--- src/rtl/nap_countdown_pkg.sv ---
// Shared types and constants for the nap-time countdown: state encoding,
// BCD digit type and the load-validity check.
package nap_countdown_pkg;

  typedef enum logic [1:0] {
    ST_IDLE   = 2'd0,
    ST_RUN    = 2'd1,
    ST_PAUSED = 2'd2,
    ST_ALARM  = 2'd3
  } state_t;

  typedef logic [3:0] bcd_t;

  localparam bcd_t MAX_SEC  = 4'd9;
  localparam bcd_t MAX_TENS = 4'd5;
  localparam bcd_t MAX_MIN  = 4'd9;

  // A loadable time has every digit in range and is not 0:00.
  function automatic logic load_ok(input bcd_t s, input bcd_t t, input bcd_t m);
    return (s <= MAX_SEC) && (t <= MAX_TENS) && (m <= MAX_MIN) &&
           ({m, t, s} != 12'd0);
  endfunction

endpackage

--- src/rtl/nap_countdown_tick_prescaler.sv ---
// Free-running divider: emits a one-cycle tick on every TICKS-th enabled cycle.
// The count holds while enable is low; clear returns it to zero.
module tick_prescaler #(
  parameter int TICKS = 4
) (
  input  logic clock,
  input  logic reset,
  input  logic clear,
  input  logic enable,
  output logic tick
);

  localparam int W = (TICKS > 1) ? $clog2(TICKS) : 1;
  localparam logic [W-1:0] LAST = W'(TICKS - 1);

  logic [W-1:0] count;

  always_ff @(posedge clock) begin
    if (reset || clear) begin
      count <= '0;
    end else if (enable) begin
      count <= (count == LAST) ? '0 : count + 1'b1;
    end
  end

  // Combinational so the owner can act on the wrap edge itself.
  assign tick = enable && (count == LAST);

endmodule

--- src/rtl/nap_countdown.sv ---
// Nap-time countdown: loads a BCD m:ss time, counts it down once a second,
// then holds an alarm until stop or until ALARM_SECS seconds have passed.
module nap_countdown
  import nap_countdown_pkg::*;
#(
  parameter int TICKS_PER_SEC = 1000000,
  parameter int ALARM_SECS    = 10
) (
  input  logic       clock,
  input  logic       reset,
  input  logic       completeSetting,
  input  logic [3:0] one_sec_in,
  input  logic [3:0] ten_sec_in,
  input  logic [3:0] one_min_in,
  input  logic       pause,
  input  logic       stop,
  output logic [3:0] one_sec,
  output logic [3:0] ten_sec,
  output logic [3:0] one_min,
  output logic       running,
  output logic       alarm,
  output logic       done,
  output logic       load_err,
  output logic [1:0] state_dbg
);

  localparam int AW = (ALARM_SECS > 0) ? $clog2(ALARM_SECS + 1) : 1;
  localparam logic [AW-1:0] ALARM_LAST = AW'(ALARM_SECS - 1);

  state_t        state;
  logic [AW-1:0] alarm_secs;
  logic          sec_tick, alarm_tick;
  logic          sec_clear, alarm_clear;
  logic          accept, reject, final_tick;
  bcd_t          dec_sec, dec_ten, dec_min;

  // completeSetting is a one-cycle strobe with its digits valid in that same
  // cycle; there is no back-pressure. stop outranks it, so a strobe that
  // coincides with stop is neither accepted nor reported as an error.
  assign accept = completeSetting && !stop &&  load_ok(one_sec_in, ten_sec_in, one_min_in);
  assign reject = completeSetting && !stop && !load_ok(one_sec_in, ten_sec_in, one_min_in);

  assign final_tick = (one_min == '0) && (ten_sec == '0) && (one_sec == 4'd1);

  always_comb begin
    dec_sec = one_sec - 4'd1;
    dec_ten = ten_sec;
    dec_min = one_min;
    if (one_sec == '0) begin
      dec_sec = MAX_SEC;
      if (ten_sec == '0) begin
        dec_ten = MAX_TENS;
        dec_min = one_min - 4'd1;
      end else begin
        dec_ten = ten_sec - 4'd1;
      end
    end
  end

  // The countdown prescaler only advances in RUN; PAUSED holds its phase.
  assign sec_clear   = accept || (state == ST_IDLE) || (state == ST_ALARM);
  assign alarm_clear = accept || (state != ST_ALARM);

  tick_prescaler #(.TICKS(TICKS_PER_SEC)) u_sec_prescaler (
    .clock  (clock),
    .reset  (reset),
    .clear  (sec_clear),
    .enable (state == ST_RUN),
    .tick   (sec_tick)
  );

  tick_prescaler #(.TICKS(TICKS_PER_SEC)) u_alarm_prescaler (
    .clock  (clock),
    .reset  (reset),
    .clear  (alarm_clear),
    .enable (state == ST_ALARM),
    .tick   (alarm_tick)
  );

  always_ff @(posedge clock) begin
    if (reset) begin
      state      <= ST_IDLE;
      one_sec    <= '0;
      ten_sec    <= '0;
      one_min    <= '0;
      running    <= 1'b0;
      alarm      <= 1'b0;
      done       <= 1'b0;
      load_err   <= 1'b0;
      alarm_secs <= '0;
    end else begin
      done     <= 1'b0;
      load_err <= reject;
      if (stop) begin
        state      <= ST_IDLE;
        one_sec    <= '0;
        ten_sec    <= '0;
        one_min    <= '0;
        running    <= 1'b0;
        alarm      <= 1'b0;
        alarm_secs <= '0;
      end else if (accept) begin
        // A load discards any tick landing on the same edge.
        one_sec    <= one_sec_in;
        ten_sec    <= ten_sec_in;
        one_min    <= one_min_in;
        state      <= (state != ST_IDLE && pause) ? ST_PAUSED : ST_RUN;
        running    <= 1'b1;
        alarm      <= 1'b0;
        alarm_secs <= '0;
      end else begin
        case (state)
          ST_IDLE: ;
          ST_RUN: begin
            if (sec_tick) begin
              one_sec <= dec_sec;
              ten_sec <= dec_ten;
              one_min <= dec_min;
              if (final_tick) begin
                state   <= ST_ALARM;
                running <= 1'b0;
                alarm   <= 1'b1;
                done    <= 1'b1;
              end else if (pause) begin
                state <= ST_PAUSED;
              end
            end else if (pause) begin
              state <= ST_PAUSED;
            end
          end
          ST_PAUSED: begin
            if (!pause) state <= ST_RUN;
          end
          ST_ALARM: begin
            if (alarm_tick) begin
              if (alarm_secs == ALARM_LAST) begin
                state      <= ST_IDLE;
                alarm      <= 1'b0;
                alarm_secs <= '0;
              end else begin
                alarm_secs <= alarm_secs + 1'b1;
              end
            end
          end
          default: state <= ST_IDLE;
        endcase
      end
    end
  end

  assign state_dbg = state;

endmodule

--- config.mk ---
export PLATFORM = sky130hd
export DESIGN_NAME = nap_countdown
export DESIGN_NICKNAME = d
export VERILOG_FILES = /design/src/rtl/nap_countdown_pkg.sv /design/src/rtl/nap_countdown_tick_prescaler.sv /design/src/rtl/nap_countdown.sv
export SDC_FILE = /design/constraint.sdc
export NUM_CORES = 1
export LEC_CHECK = 0
export ABC_AREA = 0
export BUFFER_PORTS_ARGS = -buffer_cell sky130_fd_sc_hd__buf_2
export CAP_MARGIN = 20
export CORE_ASPECT_RATIO = 1.2
export CORE_MARGIN = 5
export CORE_UTILIZATION = 59
export DETAILED_ROUTE_END_ITERATION = 16
export MAX_ROUTING_LAYER = met4
export PLACE_DENSITY = 0.84
export SLEW_MARGIN = 20
export SYNTH_ARGS = -nofsm -noshare
export SYNTH_HDL_FRONTEND = slang
export SYNTH_HIERARCHICAL = 1
export SYNTH_SLANG_ARGS = --single-unit
--- constraint.sdc ---
create_clock -name clock -period 3.39 [get_ports clock]
set_input_delay 0.1695 -clock clock [delete_from_list [all_inputs] [get_ports clock]]
set_output_delay 0.1695 -clock clock [all_outputs]
set_load 0.1 [all_outputs]
==> flow_summary.json <==
{
  "status": "completed",
  "hold_buffers": 0,
  "wl_per_cell_um": 14.07,
  "drt-initial-drc-count": 115,
  "worst-slew-pin-transition_ns": 0.7885,
  "fin_nets": 436,
  "post_cts_buffers": 0,
  "htree_num_levels": 3,
  "ys_seq_elements": 62,
  "cpPeakStageDelay_ns": 0.57,
  "highest_layer": "met4",
  "area_growth_syn_to_layout_pct": 11.32,
  "cp.arrival_ns": 3.05,
  "setup_viol_count_final": 0,
  "grt_max_degree": 31,
  "placement.io_buffers": 34,
  "fin_worst_skew_ns": 0.009631,
  "period_share_pct": 83.87,
  "layout-drive-gt1-share_pct": 27.88,
  "p_total_uw": 1473,
  "cellPowerDensity_nw_per_um2": 390.0,
  "route.met3.wl_um": 323,
  "cp-start-kind": "flip-flop",
  "drv_cap": 0,
  "fmax_mhz": 351.7,
  "p_int_uw": 1157,
  "diodes": 0,
  "initial_core_util_pct": 60.27,
  "antenna_found_initial": 0,
  "max-vdd-ir-drop_v": 0.0003187,
  "final_common_cell": "dfxtp_1",
  "wl_met1_um": 3069,
  "clk_latency_ns": 0.34,
  "switching_share_pct": 21.46,
  "ys_async_sr_fraction_pct": 0,
  "path_clk_slew_ns": 0.06,
  "hpwl_um": 5024,
  "dieArea_um2": 7374,
  "grtUsageTotal_pct": 20.52,
  "critPathCaptureType": "flip-flop",
  "cts_made_buffers": 9,
  "cts_max_path_buffers": 2,
  "drc": 0,
  "hp-class": "primary input to flip-flop",
  "ios": 35,
  "routed_wl_um": 6752,
  "combPwrFrac_pct": 3.9,
  "ys.flop_type": "dfxtp_1",
  "gr-total-overflow": 0,
  "cts_tree": "done",
  "yosysSeqAreaShare_pct": 36.58,
  "gp_congestion": 0.8740,
  "seqPwrFrac_pct": 49.8,
  "final_cell_mix": "dfxtp_1, buf_2, nand2_1, nor2_2, nor2_1",
  "syn_avg_cell_area_um2": 9.049,
  "rsz0062_at_grt": "false",
  "drt-vias-per-instance": 5.856,
  "min_period_ns": 2.843,
  "fin_tns_setup_ns": 0,
  "cp_cell_sequence": "ha_1 > and3_4 > nand4_2 > nor4_1 > nand3_1 > o31ai_1 > a21oi_1 > o21ai_0 > o22ai_1",
  "cts_resized": 0,
  "clockRootBuffer": "clkbuf_8",
  "cts_sinks": 62,
  "vias": 2811,
  "syn_nets": 399,
  "dieHeight_um": 93.08,
  "cp.buffers_inverters": 0,
  "crit_slowest_cell": "nor4_1",
  "drt_first_pass_iters": 4,
  "ant_nets": 0,
  "cpLargestDelayFamily": "simple AND/OR/NAND/NOR gates",
  "criticalPathCategory": "flip-flop to flip-flop",
  "cp.required_ns": 3.60,
  "netlist_instances": 375,
  "slew_viol_final": 0,
  "netlist_area_um2": 3393,
  "ys_types": 51,
  "power.leakage_uw": 0.001256,
  "grt_pass1_wl_um": 12030,
  "synth.yosys.warnings": 6,
  "hold_viol_final": 0,
  "core_area_um2": 5630,
  "die_w_um": 79.23,
  "cp_max_fo": 6,
  "max_slew_margin_pct": 47.26,
  "route.met2.wl_um": 3288,
  "synth-edff-count": 0,
  "switching_power_uw": 316.1,
  "p_clk_share_pct": 46.3,
  "rows": 30,
  "grt_pass1_vias": 2757
}
[per-stage QoR]
step / hold WS (ns) / util (%) / setup slack, ns / std cells / instance area [um2]
2_1_floorplan: 0.2488 / - / 0.08632 / 375 / 3393
3_3_place_gp: 0.4051 / 63.47 / 0.7588 / 465 / 3573
3_5_place_dp: 0.4140 / 63.47 / 0.5623 / 465 / 3573
4_1_cts: 0.05459 / 67.09 / 0.5184 / 480 / 3777
5_1_grt: 0.08075 / 67.09 / 0.2235 / 480 / 3777
6_report: 0.06779 / 67.09 / 0.5469 / 480 / 3777
[layout make-up]
class                      count  area, um2
sequential                    62       1241
clock inverter                 4      72.57
clock buffer                  11      131.4
tap                           64      80.08
fill                         425       1853
inverter                      10      37.54
timing repair buffer          38      200.2
multi-input combinational    291       2014
[registers in the layout, indices dropped and copies added (netlist names)]
signal,flops
done,1
load_err,1
running,1
state_dbg,2
alarm,1
alarm_secs,4
one_min,4
u_alarm_prescaler/count,20
one_sec,4
u_sec_prescaler/count,20
ten_sec,4
[power by group through the flow]
stage                     Clock, uW  Sequential (uW)  Combinational [uW]
after floorplan                   0              765                23.2
after global placement            0              749                56.9
after detailed placement          0              749                57.4
after CTS                       697              733                57.6
after global routing            735              733                62.8
final                           682              733                57.7
[worst paths after layout]
check	slack, ns	start	endpoint	depth (start not counted)
hold reg to reg	0.47	running	running	2
setup reg to reg	0.55	state_dbg[0]	state_dbg[1]	9
hold / removal	0.07	reset	load_err	2
setup / recovery	0.55	state_dbg[0]	state_dbg[1]	9
[per-layer routing]
| metal | vias to the layer above | track usage, % |
|---|---|---|
| met4 | 0 | 10.03 |
| li1 | 1423 | - |
| met1 | 1320 | 24.94 |
| met3 | 7 | 3.565 |
| met5 | - | - |
| met2 | 61 | 32.87 |
[cell usage after synthesis, types with 2 or more instances]
library cell,n,area [um2]
nand2_1,32,120.1
a211oi_1,3,22.52
nand4_2,8,100.1
nand3_1,16,80.08
nand4_1,8,50.05
nor4b_1,4,35.03
nor2b_1,3,18.77
or3_1,4,25.02
or2_2,3,18.77
and3_4,2,22.52
nor4_1,15,93.84
xnor2_1,21,183.9
nor4_2,2,25.02
a21o_1,2,15.01
nand2b_4,2,27.53
a21oi_2,8,70.07
or4_1,6,45.04
buf_2,2,10.01
o21ai_0,16,80.08
buf_6,6,67.56
and4_2,2,20.02
ha_1,7,87.58
nor2_1,25,93.84
nand2b_1,3,18.77
buf_4,2,15.01
a21oi_1,15,75.07
dfxtp_1,62,1241
o41ai_4,2,55.05
inv_1,10,37.54
nor3_1,6,30.03
xor2_1,16,140.1
and4_1,6,52.55
mux2i_1,3,30.03
o31ai_1,5,37.54
nor2_2,32,200.2
[cell families (layout without fill, tap and decap cells)]
logic type,after synthesis,in the layout,synth area share (%)
compound gates,58,58,12.43
mux,3,3,0.8850
buf+inv,22,63,4.056
flops,62,62,36.58
xor+xnor,37,37,9.550
simple gates,186,186,33.92
fa+ha+maj,7,7,2.581
(Power assumes the default switching activity.)
